--- src/rtl/sc2bin10bit_if.sv ---
// Handshake and data bundle between a bitstream source and the
// stochastic-to-binary decoder.
interface sc2bin10bit_if #(
  parameter int WIDTH = 10
);
  logic             start;
  logic             bs;
  logic             busy;
  logic             valid;
  logic [WIDTH-1:0] scalar;
  logic             sat;

  modport master (
    output start,
    output bs,
    input  busy,
    input  valid,
    input  scalar,
    input  sat
  );

  modport slave (
    input  start,
    input  bs,
    output busy,
    output valid,
    output scalar,
    output sat
  );
endinterface

--- src/rtl/sc2bin10bit.sv ---
// Stochastic-to-binary decoder: counts the ones in a unipolar bitstream over
// a window of 2^WIDTH consecutive samples and reports the count, saturated
// to 2^WIDTH-1, together with a flag marking an all-ones window.
module sc2bin10bit #(
  parameter int WIDTH = 10
) (
  input  logic         clk,
  input  logic         reset,
  sc2bin10bit_if.slave bus
);

  localparam logic [1:0] IDLE  = 2'd0;
  localparam logic [1:0] COUNT = 2'd1;
  localparam logic [1:0] DONE  = 2'd2;

  localparam logic [WIDTH-1:0] LAST_CNT = {WIDTH{1'b1}};
  localparam logic [WIDTH-1:0] FIRST_CNT = {{(WIDTH-1){1'b0}}, 1'b1};
  localparam logic [WIDTH:0]   FULL     = {1'b1, {WIDTH{1'b0}}};

  logic [1:0]       state_q, state_d;
  logic [WIDTH:0]   ones_q, ones_d;
  logic [WIDTH-1:0] cnt_q, cnt_d;
  logic [WIDTH-1:0] scalar_q, scalar_d;
  logic             sat_q, sat_d;
  logic             busy_q, busy_d;
  logic             valid_q, valid_d;
  logic [WIDTH:0]   total;

  // Next-state logic: a window opens on start from IDLE or DONE, with the
  // bit at the accepting edge taken as sample 0, so back-to-back windows
  // lose no bits; the last sample closes the window and loads the result.
  always_comb begin
    state_d  = state_q;
    ones_d   = ones_q;
    cnt_d    = cnt_q;
    scalar_d = scalar_q;
    sat_d    = sat_q;
    busy_d   = busy_q;
    valid_d  = 1'b0;
    total    = ones_q + {{WIDTH{1'b0}}, bus.bs};

    case (state_q)
      IDLE, DONE: begin
        if (bus.start) begin
          ones_d  = {{WIDTH{1'b0}}, bus.bs};
          cnt_d   = FIRST_CNT;
          busy_d  = 1'b1;
          state_d = COUNT;
        end else begin
          busy_d  = 1'b0;
          state_d = IDLE;
        end
      end
      COUNT: begin
        if (cnt_q == LAST_CNT) begin
          scalar_d = (total == FULL) ? LAST_CNT : total[WIDTH-1:0];
          sat_d    = (total == FULL);
          valid_d  = 1'b1;
          busy_d   = 1'b0;
          ones_d   = '0;
          cnt_d    = '0;
          state_d  = DONE;
        end else begin
          ones_d = total;
          cnt_d  = cnt_q + FIRST_CNT;
        end
      end
      default: begin
        busy_d  = 1'b0;
        ones_d  = '0;
        cnt_d   = '0;
        state_d = IDLE;
      end
    endcase
  end

  // State and result registers; reset aborts any open window and clears
  // the previously reported result.
  always_ff @(posedge clk or negedge reset) begin
    if (!reset) begin
      state_q  <= IDLE;
      ones_q   <= '0;
      cnt_q    <= '0;
      scalar_q <= '0;
      sat_q    <= 1'b0;
      busy_q   <= 1'b0;
      valid_q  <= 1'b0;
    end else begin
      state_q  <= state_d;
      ones_q   <= ones_d;
      cnt_q    <= cnt_d;
      scalar_q <= scalar_d;
      sat_q    <= sat_d;
      busy_q   <= busy_d;
      valid_q  <= valid_d;
    end
  end

  assign bus.busy   = busy_q;
  assign bus.valid  = valid_q;
  assign bus.scalar = scalar_q;
  assign bus.sat    = sat_q;

endmodule

--- src/flat_wrapper.sv ---
// flat-port wrapper written by rule: the top's interface ports become plain ports
module sc2bin10bit_flat 
#(
  parameter int WIDTH = 10
)
  (clk, reset, bus_start, bus_bs, bus_busy, bus_valid, bus_scalar, bus_sat);
  sc2bin10bit_if #(.WIDTH(WIDTH)) bus_i ();
  input  logic clk;
  input  logic reset;
  input wire logic [$bits(bus_i.start)-1:0] bus_start;
  input wire logic [$bits(bus_i.bs)-1:0] bus_bs;
  output wire logic [$bits(bus_i.busy)-1:0] bus_busy;
  output wire logic [$bits(bus_i.valid)-1:0] bus_valid;
  output wire logic [$bits(bus_i.scalar)-1:0] bus_scalar;
  output wire logic [$bits(bus_i.sat)-1:0] bus_sat;
  assign bus_i.start = bus_start;
  assign bus_i.bs = bus_bs;
  assign bus_busy = bus_i.busy;
  assign bus_valid = bus_i.valid;
  assign bus_scalar = bus_i.scalar;
  assign bus_sat = bus_i.sat;
  sc2bin10bit #(.WIDTH(WIDTH)) u_core (.clk(clk), .reset(reset), .bus(bus_i));
endmodule
--- config.mk ---
export PLATFORM = sky130hd
export DESIGN_NAME = sc2bin10bit_flat
export DESIGN_NICKNAME = d
export VERILOG_FILES = /design/src/rtl/sc2bin10bit_if.sv /design/src/rtl/sc2bin10bit.sv /design/src/flat_wrapper.sv
export SDC_FILE = /design/constraint.sdc
export NUM_CORES = 1
export LEC_CHECK = 0
export CAP_MARGIN = 30
export CORE_UTILIZATION = 30
export CTS_BUF_LIST = sky130_fd_sc_hd__clkbuf_4
export DETAILED_ROUTE_END_ITERATION = 10
export GPL_TIMING_DRIVEN = 0
export PLACE_DENSITY = 0.51
export RECOVER_POWER = 100
export SKIP_CTS_REPAIR_TIMING = 1
export SYNTH_ARGS = -nofsm -noshare
export SYNTH_HDL_FRONTEND = slang
export SYNTH_SLANG_ARGS = --single-unit
--- constraint.sdc ---
create_clock -name clk -period 6 [get_ports clk]
set_clock_uncertainty 0.05 [all_clocks]
set_input_delay 1.2 -clock clk [delete_from_list [all_inputs] [get_ports clk]]
set_output_delay 1.2 -clock clk [all_outputs]
set_load 0.01 [all_outputs]
==> results of run 1 <==
-- cell type report --
type / instances / area, µm² / share of cell area (%)
Inverter: 4 / 15.01 / 0.6897
Sequential cell: 36 / 900.9 / 41.38
Timing Repair Buffer: 16 / 153.9 / 7.069
Buffer: 18 / 87.58 / 4.023
Clock inverter: 1 / 3.754 / 0.1724
Tap cell: 75 / 93.84 / 4.310
Multi-Input combinational cell: 152 / 869.6 / 39.94
Clock buffer: 7 / 52.55 / 2.414
-- stage by stage --
step | setup WS, ps | std cells
2_1_floorplan | 3180 | 210
3_3_place_gp | 2356 | 301
3_5_place_dp | 2344 | 301
4_1_cts | 2703 | 309
5_1_grt | 2083 | 309
6_report | 2316 | 309
-- kinds of logic (layout without fill, tap and decap cells) --
group	after synthesis	count (layout)	synth area share (%)
and+or+nand+nor	78	78	18.99
adders and majority gates	3	3	1.986
DFF	36	36	47.65
AOI/OAI and AO/OA	57	57	18.27
xor gates and xnor gates	10	10	4.632
buffers and inverters	22	46	6.353
muxes	4	4	2.118
-- report_power, final --
group          switching, mW  internal (mW)  total (mW)  leakage, nW
Combinational          0.102         0.0744       0.177        0.354
Clock                 0.0802         0.0541       0.134       0.0338
Sequential            0.0336          0.282       0.316        0.442
Total                  0.216          0.411       0.627        0.830
-- routing by layer --
layer  global-route usage, %  up-vias
met5                       0        -
met4                   4.821        0
met3                   3.708        6
met2                   21.75       19
met1                   20.89      736
li1                        -      788
-- critical path, cell delays in order --
cell,delay (ps)
dlygate4sd3_1,570
ha_1,260
ha_1,170
clkbuf_1,310
and2_2,210
clkbuf_1,250
o21ai_0,140
o41ai_1,100
o2111ai_2,190
clkbuf_1,270
a31oi_1,230
-- how the worst max path moves through the flow --
stage           start  cells past startpoint                   end
2_1_floorplan  bus_bs                      9  u_core.bus.scalar[1]
3_3_place_gp   bus_bs                     10  u_core.bus.scalar[9]
3_5_place_dp   bus_bs                     11  u_core.bus.scalar[8]
4_1_cts        bus_bs                     11  u_core.bus.scalar[8]
5_1_grt        bus_bs                     11  u_core.bus.scalar[8]
6_report       bus_bs                     11  u_core.bus.scalar[8]
-- state kept, by name, indices dropped and copies added, names as in the netlist --
register and count:
u_core.ones_q 11, u_core.cnt_q 10, u_core.bus.sat 1, u_core.bus.scalar 10, u_core.state_q 2, u_core.bus.busy 1
u_core.bus.valid 1
-- cells in the final DEF, fill, tap and decap left out, types with 2 or more instances in the layout --
master / synthesis / routed
dfrtp_1: 36 / 36
nor2_1: 31 / 31
o21ai_0: 27 / 28
nand2_1: 21 / 21
dlygate4sd3_1: 0 / 15
a31oi_1: 13 / 13
clkbuf_1: 7 / 12
clkbuf_4: 0 / 7
nand3_1: 6 / 6
xnor2_1: 6 / 6
nand4_1: 5 / 5
buf_2: 6 / 4
mux2i_1: 4 / 4
xor2_1: 4 / 4
inv_1: 4 / 4
o31ai_1: 4 / 4
nand2b_1: 3 / 3
nor3_1: 3 / 3
a21oi_1: 3 / 3
ha_1: 3 / 3
buf_6: 4 / 2
and3_1: 2 / 2
and4_1: 2 / 2
o41ai_1: 2 / 2
o22ai_1: 2 / 2
==> key figures, run 1 <==
Run status
  • Status: finished with violations
  • Violated checks: max-capacitance violations, max-slew violations

Clock network
  • CTS clk-pin slew, worst paths: 110 ps
  • Total CTS buffers: 5
  • TritonCTS clock tree: built
  • Clk root buf: clkbuf_4
  • CTS max path bufs: 2
  • CTS sink count: 36
  • Clk_lat worst skew: 340 ps
  • Htree depth: 2

Global routing
  • First-pass GRT wire length: 7.224 mm
  • Largest net degree at the start of global routing: 37
  • Tot GR Track Use: 14.77%
  • Number of global-route vias before repair: 1370
  • Initial antenna violation count: 0
  • Total gr overflow: 0

Floorplanning
  • Initial Util: 31.56%
  • Ports: 17
  • Die H: 81.39 µm
  • Core area: 5991 µm²
  • Std cell rows: 28
  • Die X: 81.39 µm
  • Die area: 6624 µm²

Yosys
  • Top-count cell post-synth: dfrtp_1
  • Net Count, Synth: 217
  • Syn_area_per_cell: 9.003 µm²
  • Asr flop ratio synth: 100.0%
  • Post-synth EDFFs: 0
  • Yosys warning count: 0
  • Cell Area, Synth: 1891 µm²
  • Sequential-to-total area share from yosys stat: 47.65%
  • Largest area contributor in the synthesized netlist: dfrtp_1
  • Synth top cells by count: dfrtp_1 (36), nor2_1 (31), o21ai_0 (27), nand2_1 (21), a31oi_1 (13)
  • Post-synth top area share: 47.65%
  • Area contributors post-synth: dfrtp_1 (48%), o21ai_0 (7.1%), nor2_1 (6.2%)
  • Number of distinct library cells after synthesis: 35
  • #FFs+latches synth: 36
  • Syn Inst Count: 210
  • Primary FF master, synth: dfrtp_1

Min path
  • Hold depth: 2
  • Min-delay src: u_core.bus.busy
  • Hold Path End: u_core.bus.busy
  • Tightest Hold Check Type: reg -> reg

Worst setup path
  • CP Capture Type: register
  • Reg2reg setup slack: 3400 ps
  • CP Class: in -> reg
  • R2R cell count: 10
  • Worst reg2reg startpoint: u_core.ones_q[0]
  • Worst reg2reg path endpoint: u_core.bus.scalar[8]
  • Startpoint types: input port
  • Largest fanout on the critical path: 10
  • CP arrival: 3900 ps
  • CP required: 6210 ps

Power
  • Power Density: 287.9 nW/µm²
  • Peak supply drop: 0.1408 mV
  • Total power: 0.6268 mW
  • LEAKAGE: 0.8297 nW

STA
  • Post-layout minimum cycle time: 3684 ps
  • Fin Setup TNS: 0 ps
  • Hold Slack: 437.6 ps
  • RSZ-0062 raised after global routing: no
  • Fin crit share: 61.40%
  • Final Max Tran Viols: 37
  • Rel. slew slack: -32.29%
  • Setup-failing EPs final: 0
  • Final Hold Viols: 0
  • Worst Tran Pin Value: 1984 ps
  • FMAX: 0.2714 GHz

Cells and area
  • Inserted Diodes: 0
  • Final Util: 36.34%
  • Fraction of layout cells with a size suffix above 1: 6.838%
  • Nets: 240
  • Area Overhead vs Synth: 15.16%
  • Final instance area: 2177 µm²
  • Fillcell total: 636

Placement
  • Detailed placement HPWL: 2.948 mm
  • IO Port Bufs: 16
  • DP Area: 2140 µm²
  • Final Wtd Congestion: 0.7578

Route
  • Routed Antenna Nets: 0
  • Drt pass-1 iters: 4
  • DR iter-0 viols: 87
  • DR DRC count: 0
  • DR WL met3: 122 µm
  • Via Count: 1549
  • Met1 WL: 2.254 mm
  • Top Metal Used: met4
  • Wire length on met2: 1.880 mm
  • Final wirelength: 4.314 mm
  • Routed WL per cell: 13.96 µm
  • Routed vias/inst: 5.013

Job
  • Maximum Capacitance Violations: 1
Power figures use the tool's default switching activity.
==> run 2: changes to the inputs <==
==> constraint.sdc (replaced) <==
create_clock -name clk -period 3.5 [get_ports clk]
set_clock_uncertainty 0.05 [all_clocks]
set_input_delay 0.7 -clock clk [delete_from_list [all_inputs] [get_ports clk]]
set_output_delay 0.7 -clock clk [all_outputs]
set_load 0.01 [all_outputs]
==> key figures, run 2 (synthesized netlist as in run 1, its figures left out) <==
Worst setup path
  • CP Class: in -> reg
  • CP Capture Type: register
  • Startpoint types: input port
  • CP required: 3710 ps
  • Worst reg2reg startpoint: u_core.ones_q[0]
  • Largest fanout on the critical path: 10
  • R2R cell count: 10
  • CP arrival: 3190 ps
  • Chain of cells forming the critical path: clkdlybuf4s50_1 -> ha_1 -> ha_1 -> clkbuf_1 -> and2_2 -> clkbuf_1 -> o21ai_0 -> o41ai_1 -> o2111ai_2 -> buf_6 -> a31oi_1
  • Worst setup path start: bus_bs
  • Slowest cell delay on critical path: 500 ps
  • Slowest cell on the critical path: clkdlybuf4s50_1

Floorplanning
  • Die area: 6624 µm²
  • Die X: 81.39 µm
  • Ports: 17
  • Core area: 5991 µm²
  • Std cell rows: 28
  • Initial Util: 31.56%
  • Die H: 81.39 µm

Cells and area
  • Most flops, register: u_core.ones_q
  • Fillcell total: 632
  • Fin cells: 309
  • Commonest non-fill, non-tap cell in the layout: dfrtp_1
  • Most frequent cells in the layout: dfrtp_1 (36), nor2_1 (31), o21ai_0 (28), nand2_1 (21), dlygate4sd3_1 (14)
  • Area Overhead vs Synth: 15.88%
  • Final Util: 36.57%
  • Nets: 240
  • Fraction of layout cells with a size suffix above 1: 7.265%
  • Inserted Diodes: 0
  • Largest register FFs: 11

STA
  • Fin Setup TNS: 0 ps
  • Worst Tran Pin Value: 1985 ps
  • Setup-failing EPs final: 0
  • Final Hold Viols: 0
  • Post-layout minimum cycle time: 2978 ps
  • Rel. slew slack: -32.35%
  • Fin crit share: 85.09%
  • Final Max Tran Viols: 37
  • RSZ-0062 raised after global routing: no
  • Final WS setup: 521.9 ps
  • FMAX: 0.3358 GHz

Route
  • Routed Antenna Nets: 0
  • Routed vias/inst: 4.955
  • DR iter-0 viols: 103
  • Final wirelength: 4.336 mm
  • Drt pass-1 iters: 4
  • DR DRC count: 0
  • Routed WL per cell: 14.03 µm
  • Via Count: 1531

Placement
  • Final Wtd Congestion: 0.7578
  • Detailed placement HPWL: 2.948 mm
  • Placed Instances: 301
  • Post-place setup slack: 344.4 ps
  • IO Port Bufs: 16

Global routing
  • Tot GR Track Use: 14.77%
  • Total gr overflow: 0
  • Initial antenna violation count: 0
  • First-pass GRT wire length: 7.224 mm
  • Number of global-route vias before repair: 1370
  • Largest net degree at the start of global routing: 37

Clock network
  • Clk root buf: clkbuf_4
  • TritonCTS clock tree: built
  • Total CTS buffers: 5
  • Htree depth: 2
  • Clk_lat worst skew: 340 ps
  • CTS max path bufs: 2
  • CTS sink count: 36
  • CTS clk-pin slew, worst paths: 110 ps

Run status
  • Status: finished with violations
  • Violated checks: max-capacitance violations, max-slew violations

Min path
  • Hold depth: 2
  • Min-delay src: u_core.bus.busy
  • Tightest Hold Check Type: reg -> reg

Job
  • Maximum Capacitance Violations: 1

Power
  • Power Density: 490.8 nW/µm²
  • LEAKAGE: 0.8351 nW
  • Peak supply drop: 0.2405 mV
run 2: path summary, 6_finish.rpt:
kind	to	slack, ps
max in group asynchronous	u_core.bus.scalar[7]	1410
min in group asynchronous	u_core.state_q[0]	850
max reg2reg	u_core.bus.scalar[8]	1030
min reg2reg	u_core.bus.busy	440
max	u_core.bus.scalar[8]	520
min	u_core.bus.busy	440
run 2: routing by layer:
metal	share of wire [%]	vias to the layer above	wire length, µm	track usage [%]
li1	-	789	-	-
met1	52	725	2256	20.89
met2	44	12	1923	21.75
met3	2.4	5	102	3.708
met4	1.2	0	53	4.821
met5	0	-	0	0
run 2: layout make-up:
cell class,count,area [µm²],area share (%)
plain buffers,18,101.3,4.626
multi-input cells,152,869.6,39.69
repair buffers,16,153.9,7.025
well taps,75,93.84,4.283
clock buffers,7,52.55,2.399
clock inverters,1,3.754,0.1713
inverters,4,15.01,0.6853
flip-flops and latches,36,900.9,41.12
run 2: stage by stage:
stage / area (µm²) / hold WS, ps / power, mW
floorplan: 1891 / 354.4 / 0.7573
global placement: 2145 / 419.0 / 0.8559
detailed placement: 2140 / 424.0 / 0.8595
CTS: 2196 / 421.1 / 1.099
global route: 2191 / 476.8 / 1.155
finish: 2191 / 436.5 / 1.075
run 2: report_power, final:
part,internal (mW),switching (mW),leakage [nW]
sequential,0.483,0.0577,0.442
combinational,0.129,0.175,0.360
clock,0.0928,0.138,0.0338
run 2: critical path: cells and delay by family:
| family | cells | cell delay [ps] |
|---|---|---|
| AO/OA/AOI/OAI | 4 | 610 |
| adder cells (fa/ha/maj) | 2 | 430 |
| buffers and inverters | 4 | 1240 |
| AND/OR/NAND/NOR | 1 | 210 |
